$ cat src/rtl/conv2d_layer_sequencer.sv
// Steps one shared Conv2d engine through NUM_LAYERS layers per run command.
// Optional watchdog on the per-layer wait is enabled by defining CONV_SEQ_TIMEOUT_EN.
module conv2d_layer_sequencer #(
    parameter int NUM_LAYERS     = 4,
    parameter int LAYER_W        = 3,
    parameter int SETTLE_CYCLES  = 2,
    parameter int TIMEOUT_CYCLES = 65535,
    parameter int CNT_W          = 32
) (
    input  logic               clk,
    input  logic               rst_n,
    input  logic               run,
    input  logic               abort,
    output logic               conv_start,
    input  logic               conv_finish,
    output logic [LAYER_W-1:0] layer_idx,
    output logic               busy,
    output logic               done,
    output logic               error,
    output logic [CNT_W-1:0]   total_cycles
);

    localparam int SET_W = (SETTLE_CYCLES > 1) ? $clog2(SETTLE_CYCLES) : 1;
    localparam logic [SET_W-1:0]   SETTLE_LAST = SET_W'(SETTLE_CYCLES - 1);
    localparam logic [LAYER_W-1:0] LAST_LAYER  = LAYER_W'(NUM_LAYERS - 1);

    if (NUM_LAYERS < 1 || SETTLE_CYCLES < 1 || TIMEOUT_CYCLES < 1 ||
        (NUM_LAYERS - 1) >= (1 << LAYER_W)) begin : g_bad_params
        $error("conv2d_layer_sequencer: illegal parameter combination");
    end

    typedef enum logic [2:0] {
        IDLE,
        SETTLE,
        START,
        WAIT,
        DONE
    } state_t;

    state_t             state_q, state_d;
    logic [SET_W-1:0]   settle_q, settle_d;
    logic [LAYER_W-1:0] layer_q, layer_d;
    logic [CNT_W-1:0]   total_q, total_d;
    logic               finish_q;
    logic               conv_start_q, busy_q, done_q;
    logic               conv_start_d, busy_d, done_d;
    logic               finish_event;

`ifdef CONV_SEQ_TIMEOUT_EN
    localparam int WD_W = $clog2(TIMEOUT_CYCLES + 1);
    localparam logic [WD_W-1:0] WD_LAST = WD_W'(TIMEOUT_CYCLES - 1);
    logic [WD_W-1:0] wd_q, wd_d;
    logic            error_q, error_d;
`endif

    assign finish_event = conv_finish & ~finish_q;

    always_comb begin
        state_d  = state_q;
        settle_d = settle_q;
        layer_d  = layer_q;
        total_d  = total_q;
`ifdef CONV_SEQ_TIMEOUT_EN
        wd_d     = wd_q;
        error_d  = error_q;
`endif
        if (busy_q && (total_q != {CNT_W{1'b1}})) begin
            total_d = total_q + 1'b1;
        end

        // Abort wins over everything else, leaving error and the cycle count intact.
        if (abort && (state_q != IDLE)) begin
            state_d = IDLE;
            layer_d = '0;
        end else begin
            case (state_q)
                IDLE: begin
                    if (run && !abort) begin
                        state_d  = SETTLE;
                        settle_d = '0;
                        layer_d  = '0;
                        total_d  = '0;
`ifdef CONV_SEQ_TIMEOUT_EN
                        error_d  = 1'b0;
`endif
                    end
                end
                SETTLE: begin
                    if (settle_q == SETTLE_LAST) begin
                        state_d = START;
                    end else begin
                        settle_d = settle_q + 1'b1;
                    end
                end
                START: begin
                    state_d = WAIT;
`ifdef CONV_SEQ_TIMEOUT_EN
                    wd_d    = WD_W'(1);
`endif
                end
                WAIT: begin
                    if (finish_event) begin
                        if (layer_q == LAST_LAYER) begin
                            state_d = DONE;
                        end else begin
                            state_d  = SETTLE;
                            settle_d = '0;
                            layer_d  = layer_q + 1'b1;
                        end
                    end
`ifdef CONV_SEQ_TIMEOUT_EN
                    else if (wd_q >= WD_LAST) begin
                        state_d = IDLE;
                        layer_d = '0;
                        error_d = 1'b1;
                    end else begin
                        wd_d = wd_q + 1'b1;
                    end
`endif
                end
                DONE: begin
                    state_d = IDLE;
                    layer_d = '0;
                end
                default: begin
                    state_d = IDLE;
                    layer_d = '0;
                end
            endcase
        end

        // Outputs are registered, so they are decoded from the upcoming state.
        conv_start_d = (state_d == START);
        busy_d       = (state_d == SETTLE) || (state_d == START) || (state_d == WAIT);
        done_d       = (state_d == DONE);
    end

    always_ff @(posedge clk or negedge rst_n) begin
        if (!rst_n) begin
            state_q      <= IDLE;
            settle_q     <= '0;
            layer_q      <= '0;
            total_q      <= '0;
            finish_q     <= 1'b0;
            conv_start_q <= 1'b0;
            busy_q       <= 1'b0;
            done_q       <= 1'b0;
`ifdef CONV_SEQ_TIMEOUT_EN
            wd_q         <= '0;
            error_q      <= 1'b0;
`endif
        end else begin
            state_q      <= state_d;
            settle_q     <= settle_d;
            layer_q      <= layer_d;
            total_q      <= total_d;
            finish_q     <= conv_finish;
            conv_start_q <= conv_start_d;
            busy_q       <= busy_d;
            done_q       <= done_d;
`ifdef CONV_SEQ_TIMEOUT_EN
            wd_q         <= wd_d;
            error_q      <= error_d;
`endif
        end
    end

    assign conv_start   = conv_start_q;
    assign layer_idx    = layer_q;
    assign busy         = busy_q;
    assign done         = done_q;
    assign total_cycles = total_q;
`ifdef CONV_SEQ_TIMEOUT_EN
    assign error        = error_q;
`else
    assign error        = 1'b0;
`endif

endmodule

$ cat config.mk
export PLATFORM = sky130hd
export DESIGN_NAME = conv2d_layer_sequencer
export DESIGN_NICKNAME = d
export VERILOG_FILES = /design/src/rtl/conv2d_layer_sequencer.sv
export SDC_FILE = /design/constraint.sdc
export NUM_CORES = 1
export LEC_CHECK = 0
export BUFFER_PORTS_ARGS = -buffer_cell sky130_fd_sc_hd__buf_2
export CORE_ASPECT_RATIO = 1.25
export CORE_UTILIZATION = 40
export DETAILED_ROUTE_END_ITERATION = 7
export PLACE_DENSITY = 0.62
export SLEW_MARGIN = 30
export SYNTH_ARGS = -nofsm -noshare
export SYNTH_HDL_FRONTEND = slang
export SYNTH_SLANG_ARGS = --single-unit
export TNS_END_PERCENT = 10
$ cat constraint.sdc
create_clock -name clk -period 6.8 [get_ports clk]
set_input_delay 0.34 -clock clk [delete_from_list [all_inputs] [get_ports clk]]
set_output_delay 0.34 -clock clk [all_outputs]
set_load 0.005 [all_outputs]
==> flow_summary.ini <==
[clock_tree]
hold_buffers = 0
cts_buffer_depth = 2
ctsResizeCount = 0
clkTransAtPathRegs_ns = 0.08
clock_sinks = 43
cts_tree = done
clkLatencyLatePin_ns = 0.29
htree_levels = 2
cts_buffers = 5
cts_setup_buffers = 0
cts_root_buffer = clkbuf_8

[final_layout]
areaGrowthSynthToFinish_pct = 15.6
antenna_cells = 0
fin_nets = 292
fin_cells = 347
drive_above_1_share_pct = 21.1

[timing]
setup_viol = 0
period_share_pct = 38.2
layout_min_cycle_time_ns = 2.60
hold_violations = 0
rsz0062_at_grt = no
setup_ws_ns = 4.20
slew_headroom_pct = 44.7
fmax_mhz = 385
maxSlewViolCount = 0
setup_tns_ns = 0
tightest_slew_ns = 0.825
fin_worst_skew_ns = 0.00628

[setup_path]
critPathMaxFanout = 20
crit_type = reg2reg
critical_path.max_stage_delay_ns = 0.75
cp_common_cell = o21ai_0
required_ns = 6.96
slowest_stage = or4b_2
critPathLaunchType = register
cp_cell_sequence = or4b_2 > nor2_2 > buf_4 > o31ai_1 > o21ai_0 > o21ai_0
cp-end-kind = register
arrival_ns = 2.76

[route]
totalWireLength_mm = 4.99
viasPerCell = 5.63
firstDrtPassIters = 4
drt.antenna.violating_nets = 0
drc_errors = 0
wl_met2_mm = 2.46
top_layer_used = met4
wl_met1_mm = 2.24
routed-wl-met3_um = 229
via_count = 1955
drt_iter0_drc = 83
avgRoutedWirePerCell_um = 14.4

[power_and_ir_drop]
ir_worst_vdd_mv = 0.113
cellLeakagePower_nw = 1.14
p_per_area_mw_per_mm2 = 218

[floorplanning]
fp.dieH_um = 85.3
initial_core_util_pct = 42.8
rows = 29
die_width_um = 68.6
die_area_mm2 = 0.00585
core_area_mm2 = 0.00519
io_pins = 44

[grt]
grt_first_pass_wirelength_mm = 8.60
track_usage_pct = 19.3
grt_overflow = 0
antenna_found_initial = 0
grt_max_degree = 44
first_global_vias = 1893

[yosys]
synth_cell_types = 37
ys_ff_latch = 43
synth-simple-area-share_pct = 27.4
synth_top_family_by_area = simple AND/OR/NAND/NOR gates
yosys.area.top_type = dfrtp_1
syn_area_mm2 = 0.00222
synth-xor-area-share_pct = 2.37
synth_top_area_share_pct = 48.5
synth_compound_area_share_pct = 17.0
synthTopCellsByArea = dfrtp_1 49%, o21ai_0 5.9%, or3_1 5.6%, a21oi_1 5.2%, nand2_1 4.1%
synthAdderAreaFrac_pct = 1.69
synth_mux_area_share_pct = 0
yosysWarnings = 0
post_synth.cell_area_avg_um2 = 9.17
ys_seq_area_share_pct = 48.5
syn-num-nets = 250
synthCells = 242

[placement]
dp.cells = 339
dp_hpwl_mm = 3.53
place.gp.congestion = 0.736
port_buffers = 42
place_ws_ns = 4.20

[flow_run]
cap_viol_max_count = 0

[min_path]
hp-class = in2async

[outcome]
status = finished, final reports clean
[final timing paths]
check	startpoint	endpoint	slack, ns	depth (start not counted)
max in group asynchronous	rst_n	total_cycles[0]	6.39	1
min in group clk	conv_finish	finish_q	0.20	1
worst max register to register	state_q[1]	settle_q	4.20	6
worst min register to register	layer_idx[0]	layer_idx[0]	0.51	1
worst min-delay path	rst_n	total_cycles[15]	0.01	1
worst max-delay path	state_q[1]	settle_q	4.20	6
[worst max-delay path: cells and delay by family (launching register included)]
family | cells | cell delay [ns]
AOI/OAI and AO/OA | 3 | 0.41
buffers and inverters | 1 | 0.35
DFF | 1 | 0.49
and+or+nand+nor | 2 | 1.21
[power breakdown]
group | internal, W | total (W) | switching [W]
Clock | 0.0000721 | 0.000156 | 0.0000839
Combinational | 0.0000393 | 0.0000983 | 0.0000590
Sequential | 0.000276 | 0.000306 | 0.0000293
Total | 0.000388 | 0.000560 | 0.000172
[placed cells by master (no fill, tap or decap), types with 2 or more instances in the layout]
cell type  instances
nor4_1             3
nand3b_1           3
buf_2             41
o21ai_0           26
a21boi_0           2
nor3b_1            2
and3_1             5
inv_1              7
nor3_1             5
nand3_1           13
buf_4              2
clkbuf_8           5
ha_1               3
dfrtp_1           43
xor2_1             6
nand4_1            9
clkbuf_1           2
o31ai_2            3
a21oi_1           23
o31ai_1            3
or3_1             20
or4_1              4
nand2_1           24
nor2_1            13
or2_2              3
[through the flow]
step | utilization [%] | instance area [um2] | hold WS [ns] | power [W]
floorplan | - | 2220 | 0.0444 | 0.000366
global placement | 47.8 | 2480 | 0.482 | 0.000409
detailed placement | 47.8 | 2480 | 0.377 | 0.000410
CTS | 49.4 | 2560 | 0.0547 | 0.000568
global route | 49.4 | 2560 | 0.0647 | 0.000597
finish | 49.4 | 2560 | 0.0135 | 0.000560
[final cells by class]
type | count | area [um2]
fillers | 524 | 2630
multi-input cells | 184 | 1080
flip-flops and latches | 43 | 1080
repair buffers | 43 | 220
well taps | 62 | 77.6
clock buffers | 7 | 76.3
inverters | 7 | 26.3
clock inverters | 1 | 5.00
[cells in the mapped netlist]
cell type and count:
a31o_2 1, or3_1 20, a211o_1 1, or4b_2 1
dfrtp_1 43, a211oi_1 1, xor2_1 6, or2_2 3
nand2b_1 1, buf_2 2, o2111ai_1 1, or4_1 4
inv_1 7, and3_1 5, nand2_1 24, o21ai_0 26
nor3_1 5, o211ai_1 1, nand4_4 1, nor3b_1 2
nand3b_1 3, clkbuf_1 5, ha_1 3, o31ai_2 3
o31a_1 1, a21oi_1 23, nor4_1 3, conb_1 1
o31ai_1 3, a21boi_0 2, buf_4 1, nor2_1 14
or4_4 1, nand4_1 9, and3b_1 1, nand3_1 13
o21a_1 1
[state kept, by name, indices dropped and copies added, names as in the netlist]
signal,count
total_cycles,32
conv_start,1
finish_q,1
layer_idx,3
busy,1
done,1
state_q,3
settle_q,1
[cell families (layout without fill, tap and decap cells)]
logic type      count (synthesis)  in the layout
xor+xnor                        6              6
fa+ha+maj                       3              3
other cells                     1              1
buf+inv                        15             58
flops                          43             43
compound gates                 64             64
simple gates                  110            110
[metal layers]
metal  vias to the layer above  track usage (%)
met4                         0             5.68
met1                       945             24.6
met2                        38             31.4
met3                         7             4.97
li1                        965                -
met5                         -                0
(Power assumes the default switching activity.)
